## config.mk

```make
export PLATFORM = sky130hd
export DESIGN_NAME = aes_stream_loader
export DESIGN_NICKNAME = d
export VERILOG_FILES = /design/src/rtl/aes_stream_loader.sv
export SDC_FILE = /design/constraint.sdc
export NUM_CORES = 1
export LEC_CHECK = 0
export ABC_CLOCK_PERIOD_IN_PS = 44000
export CORE_MARGIN = 2
export CORE_UTILIZATION = 50
export CTS_BUF_LIST = sky130_fd_sc_hd__clkbuf_16
export DETAILED_ROUTE_END_ITERATION = 10
export PLACE_DENSITY = 0.81
export SETUP_SLACK_MARGIN = 0.4
export SLEW_MARGIN = 20
export SYNTH_ARGS = -nofsm -noshare
export SYNTH_HDL_FRONTEND = slang
export SYNTH_SLANG_ARGS = --single-unit
```

## constraint.sdc

```tcl
create_clock -name clk -period 44 [get_ports clk]
set_clock_uncertainty 0.2 [all_clocks]
set_input_delay 8.8 -clock clk [delete_from_list [all_inputs] [get_ports clk]]
set_output_delay 8.8 -clock clk [all_outputs]
set_load 0.03 [all_outputs]
```

## src/rtl/aes_stream_loader.sv

```systemverilog
// aes_stream_loader: byte-serial front end for the AES cipher cores.
// Collects a key (16/24/32 bytes, chosen by modeSelector on the first byte of
// a frame) and a 16-byte plaintext block, both big-endian. It then pulses
// start for one cycle, waits for done, and streams the 16 result bytes back
// out MSB-first.
//
// Handshake: a byte moves on a rising clk edge when valid && ready are both
// high. A producer holding valid keeps its data stable until it sees ready.
// Here out_valid/out_data hold steady while out_ready is low, and in_ready
// never depends on in_valid.
module aes_stream_loader #(
  parameter int KEY_W = 256,
  parameter int CNT_W = 8
) (
  input  logic             clk,
  input  logic             reset,
  input  logic [1:0]       modeSelector,
  input  logic             in_valid,
  input  logic [7:0]       in_data,
  output logic             in_ready,
  output logic [KEY_W-1:0] keyOut,
  output logic [1:0]       modeOut,
  output logic [127:0]     textOut,
  output logic             start,
  input  logic             done,
  input  logic [127:0]     resultIn,
  output logic             out_valid,
  output logic [7:0]       out_data,
  input  logic             out_ready,
  output logic             busy,
  output logic             errorFlag,
  output logic [CNT_W-1:0] blocksDone
);

  typedef enum logic [2:0] {
    S_IDLE      = 3'd0,
    S_LOAD_KEY  = 3'd1,
    S_LOAD_TEXT = 3'd2,
    S_START     = 3'd3,
    S_WAIT      = 3'd4,
    S_SEND      = 3'd5
  } state_t;

  state_t             r_state;
  state_t             w_next_state;
  logic [5:0]         r_cnt;
  logic [KEY_W-1:0]   r_key;
  logic [1:0]         r_mode;
  logic [127:0]       r_text;
  logic [127:0]       r_sr;
  logic               r_err;
  logic [CNT_W-1:0]   r_blocks;

  logic               w_in_ready;
  logic               w_start;
  logic               w_out_valid;
  logic               w_in_fire;
  logic               w_out_fire;
  logic [5:0]         w_key_last;

  // Index of the last key byte for the latched mode (K-1).
  always_comb begin
    case (r_mode)
      2'b01:   w_key_last = 6'd23;
      2'b10:   w_key_last = 6'd31;
      default: w_key_last = 6'd15;
    endcase
  end

  // State register; reset aborts any frame in flight.
  always_ff @(posedge clk or posedge reset) begin
    if (reset) r_state <= S_IDLE;
    else       r_state <= w_next_state;
  end

  // Next-state and handshake/strobe decode.
  always_comb begin
    w_next_state = r_state;
    w_in_ready   = 1'b0;
    w_start      = 1'b0;
    w_out_valid  = 1'b0;
    case (r_state)
      S_IDLE: begin
        w_in_ready = 1'b1;
        if (in_valid && modeSelector != 2'b11) w_next_state = S_LOAD_KEY;
      end
      S_LOAD_KEY: begin
        w_in_ready = 1'b1;
        if (in_valid && r_cnt == w_key_last) w_next_state = S_LOAD_TEXT;
      end
      S_LOAD_TEXT: begin
        w_in_ready = 1'b1;
        if (in_valid && r_cnt == 6'd15) w_next_state = S_START;
      end
      S_START: begin
        w_start      = 1'b1;
        w_next_state = S_WAIT;
      end
      S_WAIT: begin
        if (done) w_next_state = S_SEND;
      end
      S_SEND: begin
        w_out_valid = 1'b1;
        if (out_ready && r_cnt == 6'd15) w_next_state = S_IDLE;
      end
      default: w_next_state = S_IDLE;
    endcase
  end

  assign w_in_fire  = in_valid & w_in_ready;
  assign w_out_fire = w_out_valid & out_ready;

  // Datapath: byte counter, key/text assembly, result shifter, status.
  always_ff @(posedge clk or posedge reset) begin
    if (reset) begin
      r_cnt    <= '0;
      r_key    <= '0;
      r_mode   <= 2'b00;
      r_text   <= '0;
      r_sr     <= '0;
      r_err    <= 1'b0;
      r_blocks <= '0;
    end else begin
      case (r_state)
        S_IDLE: begin
          if (w_in_fire) begin
            if (modeSelector == 2'b11) begin
              r_err <= 1'b1;
            end else begin
              r_mode <= modeSelector;
              r_key  <= {in_data, {(KEY_W-8){1'b0}}};
              r_cnt  <= 6'd1;
            end
          end
        end
        S_LOAD_KEY: begin
          if (w_in_fire) begin
            for (int b = 1; b < KEY_W/8; b++) begin
              if (r_cnt == 6'(b)) r_key[KEY_W-1-8*b -: 8] <= in_data;
            end
            if (r_cnt == w_key_last) r_cnt <= '0;
            else                     r_cnt <= r_cnt + 6'd1;
          end
        end
        S_LOAD_TEXT: begin
          if (w_in_fire) begin
            for (int b = 0; b < 16; b++) begin
              if (r_cnt == 6'(b)) r_text[127-8*b -: 8] <= in_data;
            end
            if (r_cnt == 6'd15) r_cnt <= '0;
            else                r_cnt <= r_cnt + 6'd1;
          end
        end
        S_WAIT: begin
          if (done) begin
            r_sr  <= resultIn;
            r_cnt <= '0;
          end
        end
        S_SEND: begin
          if (w_out_fire) begin
            r_sr <= {r_sr[119:0], 8'h00};
            if (r_cnt == 6'd15) begin
              r_cnt    <= '0;
              r_blocks <= r_blocks + 1'b1;
            end else begin
              r_cnt <= r_cnt + 6'd1;
            end
          end
        end
        default: ;
      endcase
    end
  end

  // in_ready is held low while reset is asserted.
  assign in_ready   = w_in_ready & ~reset;
  assign start      = w_start;
  assign out_valid  = w_out_valid;
  assign out_data   = r_sr[127:120];
  assign keyOut     = r_key;
  assign modeOut    = r_mode;
  assign textOut    = r_text;
  assign busy       = (r_state != S_IDLE);
  assign errorFlag  = r_err;
  assign blocksDone = r_blocks;

endmodule

```

Word-level counts from Yosys, hierarchy flattened --
Cells that the tools add are included.
Cells by class: muxes and demuxes 57, equality and inequality tests 82, bitwise operators 5, add/subtract/negate cells 2, reductions and logical operators 64
Operator list (number):
- 248-bit 2-to-1 mux | 3
- 248-bit case mux with 2 select lines | 1
- 128-bit 2-to-1 mux | 2
- 128-bit case mux with 2 select lines | 1
- 8-bit 2-to-1 mux | 31
- 5-bit AND reduction | 32
- 6-bit by 5-bit equality test with 1-bit output (second input constant) | 16
- 2-bit inequality test (second input constant) | 42
- 3-bit AND reduction | 20
- 6-bit by 4-bit equality test with 1-bit output (second input constant) | 8
- 6-bit 2-to-1 mux | 8
- 6-bit case mux with 5 select lines | 1
- 6-bit by 3-bit equality test with 1-bit output (second input constant) | 4
- 3-bit case mux with 6 select lines | 1
- 3-bit 2-to-1 mux | 5
- 6-bit by 2-bit equality test with 1-bit output (second input constant) | 2
- 5-bit case mux with 2 select lines | 1
- 8-bit by 1-bit adder with 8-bit output (second input constant) | 1
- 7-bit AND reduction | 1
- 6-bit by 1-bit adder with 6-bit output (second input constant) | 1
- 3-bit by 2-bit equality test with 1-bit output (second input constant) | 2
- 3-bit equality test (second input constant) | 2
- 6-bit by 1-bit equality test with 1-bit output (second input constant) | 1
- 6-bit equality test | 1
- other kinds (13) | 23
Storage, ports and cells: word-level logic and storage cells 264, register bits 532

Longest topological paths before layout --
word-level depth 6, depth in mapped cells 9, mapped depth without buffers 6

Least setup slack after synthesis --
OpenSTA, ideal clock, no wires.
path type in2out, from input reset, to output in_ready, cell stages on the path 1, path slack 25.519 ns, buffers on the path 0, arrival time 9.481 ns, cell sequence nor3_1
On the way: word-level cells in the longest chain between the ends 2
RTL lines:
- from (decl) | line 16 | input logic reset,
- 1-bit NOT | line 177 | assign in_ready = w_in_ready & ~reset;
- 1-bit bitwise AND | line 177
- to (decl) | line 20 | output logic in_ready,
Every way passes these cells.

Worst setup path in the final report --
Ends and elaborated chain as after synthesis.

==> impl_metrics.py <==
metrics = {
    "worst_hold_path": {
        "min_path_type": "flop to flop",
        "hp-start": "errorFlag",
        "hold_depth": 1,
        "hold_path_end": "errorFlag",
    },
    "setup_path": {
        "cp-end-kind": "output port",
        "cp-startpoint": "reset",
        "reg2reg_slack_ps": 40550,
        "cp_max_fo": 2,
        "timing.rr.start": "r_state[0]",
        "reg2regPathDepth": 5,
        "critPathKind": "primary input to output port",
        "crit_arrival_ps": 10250,
        "worstPathRequired_ps": 35000,
        "critPathLaunchType": "primary input",
        "crit-reg2reg-capture": "r_sr[106]",
    },
    "yosys": {
        "yosysTopAreaCell": "dfrtp_1",
        "yosys.cell_types.count": 56,
        "netlist.area_leader.share_pct": 60.3,
        "async_flop_share_pct": 100,
        "syn_inst": 1643,
        "yosys_register_bits": 532,
        "seq_area_frac_synth_pct": 60.3,
        "synth-edff-count": 0,
        "yosys_warnings": 0,
        "netlist_area_mm2": 0.0221,
        "syn_avg_cell_area_um2": 13.4,
        "synth_nets": 1792,
        "synth_flop_cell": "dfrtp_1",
        "synthTopCellsByArea": "dfrtp_1 60%, mux2_2 19%, mux2i_1 5.5%",
    },
    "cells_and_area": {
        "multi_input_area_mm2": 0.00818,
        "layout_commonest_cell": "clkdlybuf4s50_1",
        "layout_common_cells": "549 x clkdlybuf4s50_1, 532 x dfrtp_1, 379 x mux2_2",
        "stdcell_area_mm2": 0.0297,
        "filler_cell_count": 3110,
        "post-route-util_pct": 68.4,
        "regArea_mm2": 0.0133,
        "drive_above_1_share_pct": 23.2,
        "nets": 2304,
        "layout.cells.non_filler": 2785,
        "syn2layout_area_growth_pct": 34.5,
    },
    "routing": {
        "via_per_inst": 5.45,
        "route.vias.total": 15168,
        "drc": 0,
        "firstDrtPassIters": 5,
        "ant_nets": 0,
        "drt-total-wl_um": 63200,
        "drtIter0Drc": 1090,
        "wire_per_inst_um": 22.7,
    },
    "clocking": {
        "clockBufferDepth": 3,
        "cts.htree.levels": 2,
        "cts_tree": "yes",
        "cts_setup_buffers": 0,
        "cts.sinks": 532,
        "cts_hold_buf": 0,
        "clkLatencyLatePin_ps": 590,
        "cts-resized-gates": 0,
        "cts.reportedPaths.clkPinSlew_ps": 60,
        "numCtsBuffers": 53,
        "cts-root-buf": "clkbuf_16",
    },
    "sta": {
        "fin_tns_setup_ps": 0,
        "worst_slack_ps": 24750,
        "worst_pin_slew_ps": 1030,
        "finalSetupViolCount": 0,
        "timing.final.crit_share_pct": 43.8,
        "drv_slew": 0,
        "fmax_ghz": 0.0519,
        "period_minus_slack_ps": 19250,
        "hold_viol": 0,
        "slew-limit-headroom_pct": 31.5,
        "rsz0062_at_grt": "no",
    },
    "global_route": {
        "antenna_found_initial": 2,
        "grt_pass1_wl_um": 96800,
        "gr-total-overflow": 0,
        "grt.total_usage_pct": 27.4,
        "grt_pass1_vias": 15714,
        "grt_max_degree": 186,
    },
    "placement": {
        "port_buffers": 549,
        "post-place-ws_ps": 24760,
        "dp_cells": 2684,
        "dpl-instance-area_mm2": 0.0279,
        "hpwl_um": 44200,
        "routabilityCongestion": 0.840,
    },
    "floorplan": {
        "rows": 76,
        "die_x_um": 214,
        "core_mm2": 0.0434,
        "initial_core_util_pct": 50.9,
        "dieArea_mm2": 0.0458,
        "num_io_pins": 550,
        "fp.dieH_um": 214,
    },
    "pwr": {
        "p_leak_nw": 13.8,
        "power_density_mw_per_mm2": 63.9,
        "ir_worst_vdd_mv": 0.0386,
    },
    "run": {
        "max-cap-violations": 0,
    },
    "status": {
        "status": "complete, no violations",
    },
}
worst max path at each step:
stage                          endpoint  slack, ps  cells after the start
after global routing           in_ready      24710                      3
after global placement         in_ready      24730                      3
final                          in_ready      24750                      3
after floorplan           blocksDone[0]      20130                      1
after detailed placement       in_ready      24760                      3
after CTS                      in_ready      24740                      3
metrics by stage:
stage,hold slack [ps],power (W)
after floorplan,249,0.00117
after global placement,258,0.00144
after detailed placement,264,0.00146
after CTS,277,0.00191
after global routing,281,0.00198
final,275,0.00190
routing by layer:
metal,GRT usage (%),vias up,share of wire (%)
met3,6.20,133,6.5
met4,12.9,0,4.7
met5,0,-,0
met2,45.9,513,49
met1,33.8,7723,39
li1,-,6799,-
cell usage after synthesis (12+ instances only):
master,number
nand3_1,16
nor2_1,13
buf_2,37
nand2_2,12
nand2_1,166
mux2_2,379
o21ai_0,155
clkbuf_1,55
buf_4,17
mux2i_1,122
dfrtp_1,532
flip-flops by register name, summed over array words and instances, names as in the netlist:
signal / count
textOut: 128
modeOut: 2
keyOut: 256
r_sr: 128
r_cnt: 6
errorFlag: 1
r_state: 3
blocksDone: 8
worst max-delay path, stage by stage:
cell and delay [ps]:
clkdlybuf4s50_1 520, nor3_1 230, clkdlybuf4s50_1 710
cells by family after synthesis:
logic type | synth area share (%)
mux | 25.4
flops | 60.3
fa+ha+maj | 0.340
xor+xnor | 0.357
compound gates | 4.76
simple gates | 6.16
buf+inv | 2.68
layout make-up:
class	count	area share, %
clock inverter	43	1.09
clock buffer	55	4.64
tap	585	2.47
sequential	532	44.9
timing repair buffer	570	19.2
inverter	9	0.139
antenna	2	0.0169
multi-input combinational	989	27.6
power by group:
part	internal [W]	switching, W	leakage, nW
logic	0.000311	0.000439	5.71
clock network	0.000255	0.000189	0.866
registers	0.000622	0.0000823	7.24
No activity file was read; power rests on OpenSTA's default activity.
